[src/rtl/act_seq_pkg.sv]
// Shared types and constants for the activation LUT sequencer.
// The ACT_SEQ_WIDE_DIFF_EN build option is consumed by act_seq_interp.
package act_seq_pkg;

  localparam int DATA_W     = 8;
  localparam int FRAC_W     = 4;
  localparam int LUT_AW     = 4;
  localparam int IDX_OFFSET = 8;

  typedef enum logic [2:0] {
    IDLE       = 3'd0,
    FETCH_BASE = 3'd1,
    FETCH_NEXT = 3'd2,
    CALC       = 3'd3,
    RESP       = 3'd4
  } state_t;

  // Integer part of a signed Q4.4 operand shifted into the unsigned table range.
  function automatic logic [LUT_AW-1:0] lut_index(input logic [LUT_AW-1:0] int_part);
    return int_part + LUT_AW'(IDX_OFFSET);
  endfunction

endpackage

[src/rtl/act_seq_interp.sv]
// Combinational linear interpolation between two adjacent table entries.
// ACT_SEQ_WIDE_DIFF_EN selects the exact widened datapath; default is the 8-bit wrapping one.
module act_seq_interp
  import act_seq_pkg::*;
(
  input  logic signed [DATA_W-1:0] base,
  input  logic signed [DATA_W-1:0] next,
  input  logic        [FRAC_W-1:0] remaining,
  output logic signed [DATA_W-1:0] value
);

`ifdef ACT_SEQ_WIDE_DIFF_EN
  logic signed [DATA_W:0]   diff;
  logic signed [DATA_W+4:0] prod;

  // Exact difference and product; the final sum is truncated back to the data width.
  always_comb begin
    diff  = {1'b0, {DATA_W{1'b0}}};
    prod  = {(DATA_W+5){1'b0}};
    value = {DATA_W{1'b0}};
    diff  = $signed({next[DATA_W-1], next}) - $signed({base[DATA_W-1], base});
    prod  = $signed({{4{diff[DATA_W]}}, diff}) * $signed({{(DATA_W+1){1'b0}}, remaining});
    value = DATA_W'($signed({{2{base[DATA_W-1]}}, base}) + $signed((DATA_W+2)'(prod >>> 4)));
  end
`else
  logic signed [DATA_W-1:0] diff;
  logic signed [DATA_W+3:0] prod;

  // Legacy datapath: the difference wraps at 8 bits, the product is kept whole ahead of the shift.
  always_comb begin
    diff  = {DATA_W{1'b0}};
    prod  = {(DATA_W+4){1'b0}};
    value = {DATA_W{1'b0}};
    diff  = next - base;
    prod  = $signed({{4{diff[DATA_W-1]}}, diff}) * $signed({{DATA_W{1'b0}}, remaining});
    value = base + DATA_W'(prod >>> 4);
  end
`endif

endmodule

[src/rtl/activation_lut_sequencer.sv]
// Two-requester activation unit: round-robin arbiter, two-read LUT fetch FSM and
// interpolated response register. Build option ACT_SEQ_WIDE_DIFF_EN (see act_seq_interp).
module activation_lut_sequencer
  import act_seq_pkg::*;
(
  input  logic                     clk,
  input  logic                     rst,
  input  logic                     req0_valid,
  input  logic                     req1_valid,
  input  logic        [DATA_W-1:0] req0_x,
  input  logic        [DATA_W-1:0] req1_x,
  output logic                     req0_ready,
  output logic                     req1_ready,
  output logic                     lut_rd_en,
  output logic        [LUT_AW-1:0] lut_addr,
  input  logic signed [DATA_W-1:0] lut_rdata,
  output logic                     rsp_valid,
  input  logic                     rsp_ready,
  output logic                     rsp_id,
  output logic signed [DATA_W-1:0] rsp_value
);

  state_t                   state;
  state_t                   state_nxt;
  logic                     accept;
  logic                     grant_id;
  logic        [DATA_W-1:0] sel_x;
  logic        [DATA_W-1:0] x_r;
  logic                     id_r;
  logic                     last_r;
  logic signed [DATA_W-1:0] base_r;
  logic        [LUT_AW-1:0] idx;
  logic        [LUT_AW-1:0] idx_next;
  logic signed [DATA_W-1:0] interp_value;

  assign sel_x    = grant_id ? req1_x : req0_x;
  assign idx      = lut_index(x_r[DATA_W-1:FRAC_W]);
  assign idx_next = (idx == {LUT_AW{1'b1}}) ? idx : idx + {{(LUT_AW-1){1'b0}}, 1'b1};
  assign rsp_id   = id_r;

  act_seq_interp u_interp (
    .base      (base_r),
    .next      (lut_rdata),
    .remaining (x_r[FRAC_W-1:0]),
    .value     (interp_value)
  );

  // Next-state, arbitration and request handshake.
  always_comb begin
    state_nxt  = state;
    accept     = 1'b0;
    grant_id   = 1'b0;
    req0_ready = 1'b0;
    req1_ready = 1'b0;
    case (state)
      IDLE: begin
        if (req0_valid && req1_valid) begin
          accept   = 1'b1;
          grant_id = ~last_r;
        end else if (req0_valid) begin
          accept   = 1'b1;
          grant_id = 1'b0;
        end else if (req1_valid) begin
          accept   = 1'b1;
          grant_id = 1'b1;
        end else begin
          accept   = 1'b0;
          grant_id = 1'b0;
        end
        if (accept) begin
          req0_ready = ~grant_id;
          req1_ready = grant_id;
          state_nxt  = FETCH_BASE;
        end else begin
          state_nxt  = IDLE;
        end
      end
      FETCH_BASE: state_nxt = FETCH_NEXT;
      FETCH_NEXT: state_nxt = CALC;
      CALC:       state_nxt = RESP;
      RESP: begin
        if (rsp_ready) begin
          state_nxt = IDLE;
        end else begin
          state_nxt = RESP;
        end
      end
      default:    state_nxt = IDLE;
    endcase
  end

  // State, operand capture, table addressing and response registers.
  always_ff @(posedge clk) begin
    if (!rst) begin
      state     <= IDLE;
      x_r       <= {DATA_W{1'b0}};
      id_r      <= 1'b0;
      last_r    <= 1'b1;
      base_r    <= {DATA_W{1'b0}};
      lut_rd_en <= 1'b0;
      lut_addr  <= {LUT_AW{1'b0}};
      rsp_valid <= 1'b0;
      rsp_value <= {DATA_W{1'b0}};
    end else begin
      state     <= state_nxt;
      lut_rd_en <= (state_nxt == FETCH_BASE) || (state_nxt == FETCH_NEXT);
      case (state)
        IDLE: begin
          if (accept) begin
            x_r      <= sel_x;
            id_r     <= grant_id;
            last_r   <= grant_id;
            lut_addr <= lut_index(sel_x[DATA_W-1:FRAC_W]);
          end
        end
        FETCH_BASE: lut_addr <= idx_next;
        FETCH_NEXT: base_r   <= lut_rdata;
        CALC: begin
          rsp_value <= interp_value;
          rsp_valid <= 1'b1;
        end
        RESP: begin
          if (rsp_ready) begin
            rsp_valid <= 1'b0;
          end
        end
        default: rsp_valid <= 1'b0;
      endcase
    end
  end

endmodule

[config.mk]
export PLATFORM = sky130hd
export DESIGN_NAME = activation_lut_sequencer
export DESIGN_NICKNAME = d
export VERILOG_FILES = /design/src/rtl/act_seq_pkg.sv /design/src/rtl/act_seq_interp.sv /design/src/rtl/activation_lut_sequencer.sv
export SDC_FILE = /design/constraint.sdc
export NUM_CORES = 1
export LEC_CHECK = 0
export BUFFER_PORTS_ARGS = -buffer_cell sky130_fd_sc_hd__buf_2
export CAP_MARGIN = 20
export CELL_PAD_IN_SITES_DETAIL_PLACEMENT = 1
export CELL_PAD_IN_SITES_GLOBAL_PLACEMENT = 2
export CORE_MARGIN = 2
export CORE_UTILIZATION = 39
export CTS_BUF_LIST = sky130_fd_sc_hd__clkbuf_4 sky130_fd_sc_hd__clkbuf_8
export CTS_CLUSTER_SIZE = 25
export DETAILED_ROUTE_END_ITERATION = 7
export PLACE_DENSITY = 0.92
export SETUP_SLACK_MARGIN = 0.4
export SYNTH_ARGS = -nofsm -noshare
export SYNTH_HDL_FRONTEND = slang
export SYNTH_HIERARCHICAL = 1
export SYNTH_SLANG_ARGS = --single-unit
[constraint.sdc]
create_clock -name clk -period 13 [get_ports clk]
set_input_delay 0.65 -clock clk [delete_from_list [all_inputs] [get_ports clk]]
set_output_delay 0.65 -clock clk [all_outputs]
set_load 0.005 [all_outputs]
### After elaboration in Yosys (flattened, before gate mapping)

Index checks and enable logic that the tools add are counted.

| storage, ports and cells | value |
|---|---|
| register bits after elaboration | 35 |
| bits of input ports | 29 |
| output and inout port bits | 17 |
| logic and storage cells | 57 |

| operators by class | value |
|---|---|
| add/subtract/negate cells | 5 |
| multiply operators | 1 |
| equal/unequal tests | 9 |
| multiplexer cells | 22 |
| bitwise gates (word level) | 3 |
| reductions and logical operators | 8 |

Operators with widths:

| cell | count |
|---|---|
| $mux 1 | 15 |
| $pmux 3 s5 | 1 |
| $mul 8x5->12 | 1 |
| $eq 3x2->1 const B | 3 |
| $add 4x4->4 const B | 2 |
| $add 8x8->8 | 1 |
| $mux 4 | 2 |
| $mux 8 | 1 |
| $pmux 4 s2 | 1 |
| $sub 8x8->8 | 1 |
| $eq 3x1->1 const B | 2 |
| $reduce_and 2->1 | 3 |
| $add 4x1->4 const B | 1 |
| $eq 4x4->1 const B | 1 |
| $ne 2x2->1 const B | 2 |
| $eq 3x3->1 const B | 1 |
| $logic_not 3->1 | 1 |
| $mux 3 | 1 |
| $not 1->1 | 3 |
| $pmux 1 s3 | 1 |
| $reduce_or 3->1 | 1 |
| $reduce_bool 2->1 | 1 |
| $logic_and 1x1->1 | 1 |
| $logic_or 1x1->1 | 1 |

### Longest topological paths before layout

| depth | value |
|---|---|
| word-level depth | 9 |
| depth in mapped cells | 29 |
| mapped depth without buffers | 29 |

### Cells and area by module

The synthesis kept the hierarchy.

Modules (own cells, without submodules):

| module | times used | cells an instance | area an instance (µm²) | seq. area each (µm²) |
|---|---|---|---|---|
| act_seq_interp | 1 | 205 | 1649.1 | 0.0 |
| activation_lut_sequencer | 1 | 149 | 1466.4 | 700.7 |

### Worst setup path before layout

OpenSTA, ideal clock, no wires.

| timing | value |
|---|---|
| path kind | in2reg |
| from | input port lut_rdata[0] |
| to | register rsp_value[7] |
| library setup time | 0.128 ns |
| arrival | 5.637 ns |
| data required time | 12.872 ns |
| setup slack | 7.236 ns |
| stages on the path | 26 |
| path buffers | 0 |
| cell sequence | inv_1 -> ha_1 -> inv_1 -> fa_1 -> a21o_1 -> a21oi_1 -> xnor2_1 -> and2_1 -> ha_1 -> fa_1 -> inv_1 -> fa_1 -> inv_1 -> ha_1 -> inv_1 -> o21bai_1 -> a21oi_1 -> xnor2_1 -> ha_1 -> nand3_1 -> o211ai_1 -> o41ai_1 -> xnor2_1 -> xnor3_1 -> mux2i_1 -> nor2_1 |

| between the ends | value |
|---|---|
| longest elaborated chain between the ends | 3 |

RTL lines:

| what | RTL line | source |
|---|---|---|
| start: declaration | activation_lut_sequencer.sv:16 | `input logic signed [DATA_W-1:0] lut_rdata,` |
| $sub 8x8->8 | act_seq_interp.sv:34 | `diff = next - base;` |
| $mul 8x5->12 | act_seq_interp.sv:35 | `prod = $signed({{4{diff[DATA_W-1]}}, diff}) * $signed({{DATA_W{1'b0}}, remaining});` |
| $add 8x8->8 | act_seq_interp.sv:36 | `value = base + DATA_W'(prod >>> 4);` |
| net interp_value[7] | activation_lut_sequencer.sv:34 | `logic signed [DATA_W-1:0] interp_value;` |
| end signal: assignment | activation_lut_sequencer.sv:103 | `rsp_value <= {DATA_W{1'b0}};` |
| end signal: assignment | activation_lut_sequencer.sv:119 | `rsp_value <= interp_value;` |
| end: declaration | activation_lut_sequencer.sv:20 | `output logic signed [DATA_W-1:0] rsp_value` |

The timed path passes the listed nets, and every way through them passes these cells.
A chain may end at the register's enable or synchronous reset.

### Worst setup path after layout

| timing | value |
|---|---|
| from | register base_r[1] |
| to | register rsp_value[7] |

| between the ends | value |
|---|---|
| longest elaborated chain between the ends | 3 |

RTL lines:

| what | RTL line | source |
|---|---|---|
| start: declaration | activation_lut_sequencer.sv:31 | `logic signed [DATA_W-1:0] base_r;` |
| start signal: assignment | activation_lut_sequencer.sv:99 | `base_r <= {DATA_W{1'b0}};` |
| start signal: assignment | activation_lut_sequencer.sv:117 | `FETCH_NEXT: base_r <= lut_rdata;` |
| $sub 8x8->8 | act_seq_interp.sv:34 |  |
| $mul 8x5->12 | act_seq_interp.sv:35 |  |
| $add 8x8->8 * | act_seq_interp.sv:36 |  |
| net interp_value[7] | activation_lut_sequencer.sv:34 |  |

The timed path passes the listed nets; every way through them passes the cells marked *.

==> results.tsv <==
metric	value	unit
status	completed	
finalClockSkew	3.20	ps
setup_tns	0	ps
hold_end	rsp_valid	
finalSetupViolations	0	
rows	32	
num_io_pins	46	
hold_buffers	0	
hold_path_depth	2	
track_usage	18.4	%
drt_iter0_drc	46	
end_kind	register	
dr.pass1.iters	4	
grtUsageMet3	2.34	%
hold_viol	0	
power.density	108	nW/um2
rsz0062_at_grt	no	
r2r_cells	25	
max_slew_margin	33.0	%
grt_max_degree	34	
avgViaCountPerCell	5.08	
die_w	93.4	um
dp_hpwl	6010	um
postCtsSetupBuffers	0	
ys.flop_type	dfxtp_1	
start_util	40.3	%
synth_area_leader_cell	dfxtp_1	
drive_gt1_share	17.3	%
max-cap-violations	0	
die_area	8720	um2
ir_worst_vdd	0.0648	mV
syn_area	3120	um2
clkSinkCount	35	
fmax	0.162	GHz
timing.rr.end	rsp_value[7]	
timing_worst_setup_path_type	reg2reg	
antenna_cells	0	
synth.distinct_cells	52	
synth_warnings	6	
hold_path_startpoint	rsp_valid	
drcViolationCount	0	
core-area	7730	um2
async_flop_share	0	%
p_leak	1.73	nW
slew_violations	0	
synth-edff-count	0	
r2r_start	base_r[1]	
ff2ff_setup_slack	6820	ps
grtUsageMet2	31.5	%
totalWireLength	7490	um
synth_top_area_share	22.5	%
worstSkewPairLatency	290	ps
grt_pass1_vias	2660	
yosysSeqAreaShare	22.5	%
syn2layout_area_growth	13.7	%
gp_congestion	0.812	
grt_busiest_layer	met2	
clk_pin_slew	80	ps
worstHoldPathType	reg2reg	
syn_inst	354	
grt_pass1_wl	12700	um
grt-ovfl-total	0	
fp.dieH	93.4	um
ant_nets	0	
syn_area_per_cell	8.80	um2
final_common_cell	inv_1	
cp-start-kind	register	
cts_inserted_buffers	5	
fillers	936	
final_nets	477	
synthTopCellsByArea	dfxtp_1, ha_1, fa_1	
final.min_clock_period	6180	ps
layout_common_cells	inv_1, buf_2, dfxtp_1, ha_1, nor2_1	
wl_per_cell	15.0	um
tightestPinTransition	1000	ps
crit_arrival	6370	ps
synth-seq-cells	35	
antenna_found_initial	0	
cts_resized	0	
syn-num-nets	434	
place_inst	491	
htreeDepth	2	
grt_use_met1	24.2	%
crit_required	13190	ps
final-instance-count-excl-fill	500	
vias	2539	
timing.final.crit_share	47.6	%
cts_tree	done	
utilization	45.9	%
port_buffers	45	
cts_buffer_depth	2	
path_max_fanout	5	
cts_root_buf	clkbuf_8	
==> worst max path at each step <==
stage,startpoint,endpoint,depth (start not counted)
5_1_grt,base_r[1],rsp_value[7],25
6_report,base_r[1],rsp_value[7],25
2_1_floorplan,lut_rdata[0],rsp_value[7],26
4_1_cts,base_r[1],rsp_value[7],25
3_5_place_dp,lut_rdata[0],rsp_value[7],27
3_3_place_gp,lut_rdata[1],rsp_value[7],25
==> state kept, by name, indices dropped and copies added, names as in the netlist <==
signal and count:
last_r 1, state 3, rsp_value 8, rsp_valid 1, lut_addr 4, rsp_id 1
base_r 8, lut_rd_en 1, x_r 8
==> worst max-delay path: stages (launching register included) <==
cell and delay (ps):
dfxtp_1 420, inv_1 110, ha_1 290, nor2b_1 150, o31a_1 270, a21oi_1 350, and2_1 200, ha_1 250
fa_1 530, inv_1 50, fa_1 530, inv_1 50, ha_1 300, nand2_1 80, o211a_4 250, o21bai_1 190
a21oi_1 120, xnor2_1 210, ha_1 330, nand3_1 110, o211ai_1 150, o41ai_1 360, xnor2_1 170, xnor3_1 400
mux2i_1 140, nor2_1 60
==> synth_stat cells, drive strengths merged (2+ instances only) <==
| cell | instances |
|---|---|
| a21o | 2 |
| a21oi | 28 |
| a221oi | 2 |
| a31oi | 2 |
| and2 | 18 |
| buf | 7 |
| clkbuf | 3 |
| dfxtp | 35 |
| fa | 17 |
| ha | 34 |
| inv | 51 |
| mux2i | 18 |
| nand2 | 28 |
| nand2b | 2 |
| nand3 | 6 |
| nand3b | 2 |
| nor2 | 28 |
| nor2b | 3 |
| nor3 | 5 |
| nor3b | 2 |
| nor4 | 2 |
| o21a | 2 |
| o21ai | 9 |
| o21bai | 3 |
| o221ai | 7 |
| xnor2 | 16 |
| xor2 | 7 |
==> report_power, final <==
part           internal [mW]  leakage [nW]  switching, mW  total (mW)
combinational         0.0718          1.39         0.0926       0.164
clock                 0.0483        0.0505         0.0431      0.0913
sequential             0.116         0.287         0.0109       0.127
total                  0.236          1.73          0.147       0.383
==> area by class of cell <==
class | instances | area [um2] | share of cell area, %
Multi-Input combinational cell | 257 | 2160 | 61.0
Sequential cell | 35 | 701 | 19.8
Timing Repair Buffer | 46 | 253 | 7.13
Inverter | 52 | 196 | 5.54
Tap cell | 102 | 128 | 3.60
Clock buffer | 7 | 96.3 | 2.72
Clock inverter | 1 | 7.51 | 0.212
==> stage by stage <==
| step | instance area (um2) | setup WS (ps) | hold WS (ps) | power (mW) |
|---|---|---|---|---|
| 6_report | 3540 | 6820 | 457 | 0.383 |
| 2_1_floorplan | 3120 | 7240 | 449 | 0.250 |
| 3_5_place_dp | 3410 | 6470 | 449 | 0.292 |
| 4_1_cts | 3520 | 6750 | 462 | 0.387 |
| 5_1_grt | 3540 | 6330 | 503 | 0.415 |
| 3_3_place_gp | 3410 | 6670 | 444 | 0.285 |
==> metal layers <==
| metal | part of all wire [%] | vias up | wire, um |
|---|---|---|---|
| li1 | - | 1267 | - |
| met1 | 48 | 1243 | 3560 |
| met2 | 50 | 21 | 3710 |
| met3 | 1.5 | 8 | 111 |
| met4 | 1.4 | 0 | 106 |
| met5 | 0 | - | 0 |
==> kinds of logic after synthesis <==
group	count (synthesis)	share of synthesized area [%]
compound gates	63	15.1
fa+ha+maj	51	24.6
flops	35	22.5
mux	18	5.78
xor+xnor	24	7.19
simple gates	101	16.6
buf+inv	62	8.27
Note: power is estimated with default switching activity, not from simulation.
